File: src/rtl/iteration_controller_pkg.sv
// rtl/iteration_controller_pkg.sv - shared state encoding and width default for the iteration controller
package iteration_controller_pkg;

  localparam int CNT_W_DEFAULT = 5;

  typedef enum logic [1:0] {
    ST_IDLE = 2'd0,
    ST_LOAD = 2'd1,
    ST_RUN  = 2'd2,
    ST_DONE = 2'd3
  } state_t;

endpackage

File: src/rtl/iteration_controller_if.sv
// rtl/iteration_controller_if.sv - sequence request, datapath strobe and counter bundle
interface iteration_controller_if
  import iteration_controller_pkg::*;
#(
  parameter int CNT_W = CNT_W_DEFAULT
);
  logic             start;
  logic             abort;
  logic [CNT_W-1:0] iter_len;
  logic             step_ready;
  logic [CNT_W-1:0] count;
  logic             cnt_clear;
  logic             cnt_en;
  logic             load;
  logic             step;
  logic             busy;
  logic             done;
  logic             last_iter;

  modport master (
    output start, abort, iter_len, step_ready, count,
    input  cnt_clear, cnt_en, load, step, busy, done, last_iter
  );

  modport slave (
    input  start, abort, iter_len, step_ready, count,
    output cnt_clear, cnt_en, load, step, busy, done, last_iter
  );
endinterface

File: src/rtl/iteration_controller.sv
// rtl/iteration_controller.sv - sequences iter_len+1 datapath steps using an external iteration counter
module iteration_controller
  import iteration_controller_pkg::*;
#(
  parameter int CNT_W = CNT_W_DEFAULT
) (
  input  logic                  clk,
  input  logic                  reset,
  iteration_controller_if.slave ctl
);

  state_t           state;
  state_t           state_nx;
  logic [CNT_W-1:0] len_q;
  logic             at_last;

  always_ff @(posedge clk or negedge reset) begin
    if (!reset) begin
      state <= ST_IDLE;
      len_q <= '0;
    end else begin
      state <= state_nx;
      if (state == ST_IDLE && ctl.start) begin
        len_q <= ctl.iter_len;
      end
    end
  end

  assign at_last = (ctl.count == len_q);

  always_comb begin
    state_nx = state;
    case (state)
      ST_IDLE: if (ctl.start) state_nx = ST_LOAD;
      ST_LOAD: state_nx = ctl.abort ? ST_IDLE : ST_RUN;
      ST_RUN: begin
        if (ctl.abort) begin
          state_nx = ST_IDLE;
        end else if (ctl.step_ready && at_last) begin
          state_nx = ST_DONE;
        end
      end
      ST_DONE: state_nx = ST_IDLE;
      default: state_nx = ST_IDLE;
    endcase
  end

  // The counter is never enabled on the final step, so it parks at len_q instead of wrapping.
  always_comb begin
    ctl.cnt_clear = 1'b0;
    ctl.cnt_en    = 1'b0;
    ctl.load      = 1'b0;
    ctl.step      = 1'b0;
    ctl.busy      = 1'b0;
    ctl.done      = 1'b0;
    ctl.last_iter = 1'b0;
    case (state)
      ST_IDLE: ctl.cnt_clear = 1'b1;
      ST_LOAD: begin
        ctl.cnt_clear = 1'b1;
        ctl.busy      = 1'b1;
        ctl.load      = !ctl.abort;
      end
      ST_RUN: begin
        ctl.busy      = 1'b1;
        ctl.last_iter = at_last;
        ctl.step      = ctl.step_ready && !ctl.abort;
        ctl.cnt_en    = ctl.step_ready && !ctl.abort && !at_last;
      end
      ST_DONE: begin
        ctl.busy = 1'b1;
        ctl.done = 1'b1;
      end
      default: ctl.cnt_clear = 1'b1;
    endcase
  end

endmodule
File: src/flat_wrapper.sv
// flat-port wrapper written by rule: the top's interface ports become plain ports
module iteration_controller_flat import iteration_controller_pkg::*;
#(
  parameter int CNT_W = CNT_W_DEFAULT
)
  (clk, reset, ctl_start, ctl_abort, ctl_iter_len, ctl_step_ready, ctl_count, ctl_cnt_clear, ctl_cnt_en, ctl_load, ctl_step, ctl_busy, ctl_done, ctl_last_iter);
  iteration_controller_if #(.CNT_W(CNT_W)) ctl_i ();
  input  logic clk;
  input  logic reset;
  input wire logic [$bits(ctl_i.start)-1:0] ctl_start;
  input wire logic [$bits(ctl_i.abort)-1:0] ctl_abort;
  input wire logic [$bits(ctl_i.iter_len)-1:0] ctl_iter_len;
  input wire logic [$bits(ctl_i.step_ready)-1:0] ctl_step_ready;
  input wire logic [$bits(ctl_i.count)-1:0] ctl_count;
  output wire logic [$bits(ctl_i.cnt_clear)-1:0] ctl_cnt_clear;
  output wire logic [$bits(ctl_i.cnt_en)-1:0] ctl_cnt_en;
  output wire logic [$bits(ctl_i.load)-1:0] ctl_load;
  output wire logic [$bits(ctl_i.step)-1:0] ctl_step;
  output wire logic [$bits(ctl_i.busy)-1:0] ctl_busy;
  output wire logic [$bits(ctl_i.done)-1:0] ctl_done;
  output wire logic [$bits(ctl_i.last_iter)-1:0] ctl_last_iter;
  assign ctl_i.start = ctl_start;
  assign ctl_i.abort = ctl_abort;
  assign ctl_i.iter_len = ctl_iter_len;
  assign ctl_i.step_ready = ctl_step_ready;
  assign ctl_i.count = ctl_count;
  assign ctl_cnt_clear = ctl_i.cnt_clear;
  assign ctl_cnt_en = ctl_i.cnt_en;
  assign ctl_load = ctl_i.load;
  assign ctl_step = ctl_i.step;
  assign ctl_busy = ctl_i.busy;
  assign ctl_done = ctl_i.done;
  assign ctl_last_iter = ctl_i.last_iter;
  iteration_controller #(.CNT_W(CNT_W)) u_core (.clk(clk), .reset(reset), .ctl(ctl_i));
endmodule
File: config.mk
export PLATFORM = sky130hd
export DESIGN_NAME = iteration_controller_flat
export DESIGN_NICKNAME = d
export VERILOG_FILES = /design/src/rtl/iteration_controller_pkg.sv /design/src/rtl/iteration_controller_if.sv /design/src/rtl/iteration_controller.sv /design/src/flat_wrapper.sv
export SDC_FILE = /design/constraint.sdc
export NUM_CORES = 1
export LEC_CHECK = 0
export CAP_MARGIN = 10
export CELL_PAD_IN_SITES_DETAIL_PLACEMENT = 0
export CELL_PAD_IN_SITES_GLOBAL_PLACEMENT = 1
export CORE_MARGIN = 8
export CORE_UTILIZATION = 26
export DETAILED_ROUTE_END_ITERATION = 7
export PLACE_DENSITY_LB_ADDON = 0.1
export SETUP_SLACK_MARGIN = 0.05
export SYNTH_ARGS = -nofsm -noshare
export SYNTH_HDL_FRONTEND = slang
export SYNTH_SLANG_ARGS = --single-unit
export TNS_END_PERCENT = 20
File: constraint.sdc
create_clock -name clk -period 1.85 [get_ports clk]
set_clock_uncertainty 0.2 [all_clocks]
set_input_delay 0.37 -clock clk [delete_from_list [all_inputs] [get_ports clk]]
set_output_delay 0.37 -clock clk [all_outputs]
set_load 0.05 [all_outputs]
==> metrics.txt <==
run status=finished, violations left; failing checks=negative setup slack; startpoint types=input pin; CP bufs+invs=3; Core Rows=14; CP max FO=3; Synth Cell Area=402 µm²; Least-Margin Pin Slew=324 ps; MaxCap Viol Count=0; core area=0.00147 mm²; Critical Path Max Stage Delay=410 ps; worst-path cell chain=clkdlybuf4s50_1 -> xor2_1 -> buf_4 -> nor3_4 -> buf_12; Fin Setup TNS=-305 ps; Die Y=55.3 µm; Max Root-Sink Buffers=2; Final setup viols=2; Root Buffer=clkbuf_4; Worst R2R Start=u_core.state[1]$_DFFE_PN0P_; Synth top area share=43.6%; period utilization=109%; worst skew pair latency=250 ps; worst reg2reg endpoint=u_core.len_q[1]$_DFFE_PN0P_; Compound-Gate Fraction of Synth Area=4.67%; flop2flop setup slack=360 ps; fraction of layout cells with a size suffix above 1=44.4%; Layout area overhead=89.7%; Max Clock Freq=0.498 GHz; most area-hungry cell type in the Yosys netlist=dfrtp_1; largest cells by area after synthesis=dfrtp_1 44%, mux2_4 19%, xnor2_1 8.7%, nor2_8 5.0%, and4bb_2 3.1%; most common flop cell mapped by yosys=dfrtp_1; fin area=762 µm²; CTS Sinks=7; peak supply drop=511 µV; placed standard-cell area=713 µm²; CTS buffer count=3; number of diodes=0; post-synthesis mux area share=18.7%; H-tree depth=1; vias in the first global route=416; largest family of logic cells by synthesized area=simple AND/OR/NAND/NOR gates; RSZ-0062 raised after global routing=true; Yosys reg bits=7; Non-Filler Instances=79; post-synthesis adder-cell area fraction=0%; Post-synth ARST share=100%; Post-synth EDFFs=0; die width=55.3 µm; Total GRT Usage=7.51%; Pins Over Slew Limit=0; hold_ws=179 ps; post-synthesis cell count=32; io pins=22; TritonCTS clock tree=yes; post-route total power=628 µW; DP HPWL=854 µm; final WL=1010 µm; Post-DRT Antenna Nets=0; fin crit period=2010 ps; Simple-Gate Fraction of Synth Area=20.2%; Arr. time, crit path=1440 ps; pwr dens=825 mW/mm²; via count=341; worst setup path class=in -> out; synth warn=0; slowest cell on the critical path=clkdlybuf4s50_1; first-pass GRT wire length=1820 µm; R2R depth=3; Wirelength per Cell=12.7 µm; Initial Util=27.3%; synth unique cells=18; top-count cell post-synth=dfrtp_1; static leakage=0.347 nW; Crit path max-delay family=buffers and inverters; grt total ovfl=0; routability cong.=0.648; Max-slew headroom=78.3%; initial antenna violation count=0; IO Port Bufs=21; largest net degree at the start of global routing=8; area of the die=0.00306 mm²; vias per std cell=4.32; clock-pin slew on the worst setup and hold paths=50 ps; layout net count=79; dpl cells=72; crit end category=output port; Synth Area per Inst=12.6 µm²; Final WS setup=-160 ps; HP Class=in -> async; Remaining DRCs=0; Post-synth top cells=7 x dfrtp_1, 5 x mux2_4, 4 x xnor2_1, 2 x inv_1; Final Hold Vio Count=0; critical path required time=1280 ps; post-synthesis sequential area ratio=43.6%; Syn Nets=47; 1st-pass router iterations=1; Iteration-0 DRC Markers=0; Synth Area in XOR/XNOR=10.9%
==> flip-flops by register name (all words and copies together) (netlist names) <==
signal        count
u_core.state      2
u_core.len_q      5
==> metal layers <==
layer  wire [µm]  part of all wire [%]  global-route usage, %  vias up
met1         496                    49                   9.00      143
met2         416                    41                   10.3       21
met4          34                   3.4                   6.34        0
met5           0                     0                      0        -
met3          60                   6.0                   2.74        4
li1            -                     -                      -      173
==> kinds of logic after synthesis <==
group           after synthesis
xor+xnor                      5
compound gates                3
simple gates                 10
mux                           5
flops                         7
buf+inv                       2
==> layout by cell type (no fill, tap or decap) <==
master           n
clkbuf_4         3
nand4_1          1
mux2_4           5
nor2_8           1
dlygate4sd2_1    6
buf_4            6
inv_2            1
or2_4            1
or2b_1           1
dfrtp_1          7
and4bb_2         1
nand2_1          1
xnor2_1          4
a21oi_1          1
buf_6            2
buf_12           5
nand2b_1         1
clkbuf_1         1
xor2_1           1
o22ai_1          1
and2_2           1
o21a_1           1
nor2_2           1
inv_1            1
clkdlybuf4s50_1  8
nor3_4           1
==> metrics by stage <==
step | util, % | worst slack (ps)
final | 51.8 | -160
after global routing | 51.8 | -280
after CTS | 51.8 | -181
after detailed placement | 48.5 | -356
after global placement | 48.5 | -329
after floorplan | - | -80.0
==> timing repair <==
| item | in CTS | in global routing |
|---|---|---|
| buffers inserted | 3 | 0 |
| pin swaps | 7 | 2 |
| hold buffers | 0 | 0 |
| endpoints found under the setup margin | 3 | 4 |
| hold endpoints to repair | 0 | 0 |
| resized for setup | 8 | 1 |
==> where the power goes <==
group	switching [mW]	internal (mW)	total, mW
Clock	0.0571	0.0824	0.139
Combinational	0.117	0.160	0.277
Sequential	0.0257	0.186	0.212
==> final cells by class <==
cell class | instances | area [µm²]
Clock buffer | 4 | 26.3
Inverter | 2 | 7.51
Fill cell | 139 | 709
Timing Repair Buffer | 27 | 300
Sequential cell | 7 | 175
Multi-Input combinational cell | 23 | 233
Tap cell | 16 | 20.0
==> worst max path at each step <==
| stage | start | to | slack [ps] | depth (start not counted) |
|---|---|---|---|---|
| 6_report | ctl_count[4] | ctl_last_iter | -160 | 5 |
| 5_1_grt | u_core.len_q[0]$_DFFE_PN0P_ | ctl_last_iter | -280 | 4 |
| 4_1_cts | u_core.len_q[3]$_DFFE_PN0P_ | ctl_last_iter | -180 | 4 |
| 3_5_place_dp | ctl_count[0] | ctl_last_iter | -360 | 5 |
| 3_3_place_gp | ctl_count[0] | ctl_last_iter | -330 | 5 |
| 2_1_floorplan | u_core.state[0]$_DFFE_PN0P_ | ctl_cnt_en | -80 | 2 |
No activity file was read; power rests on OpenSTA's default activity.
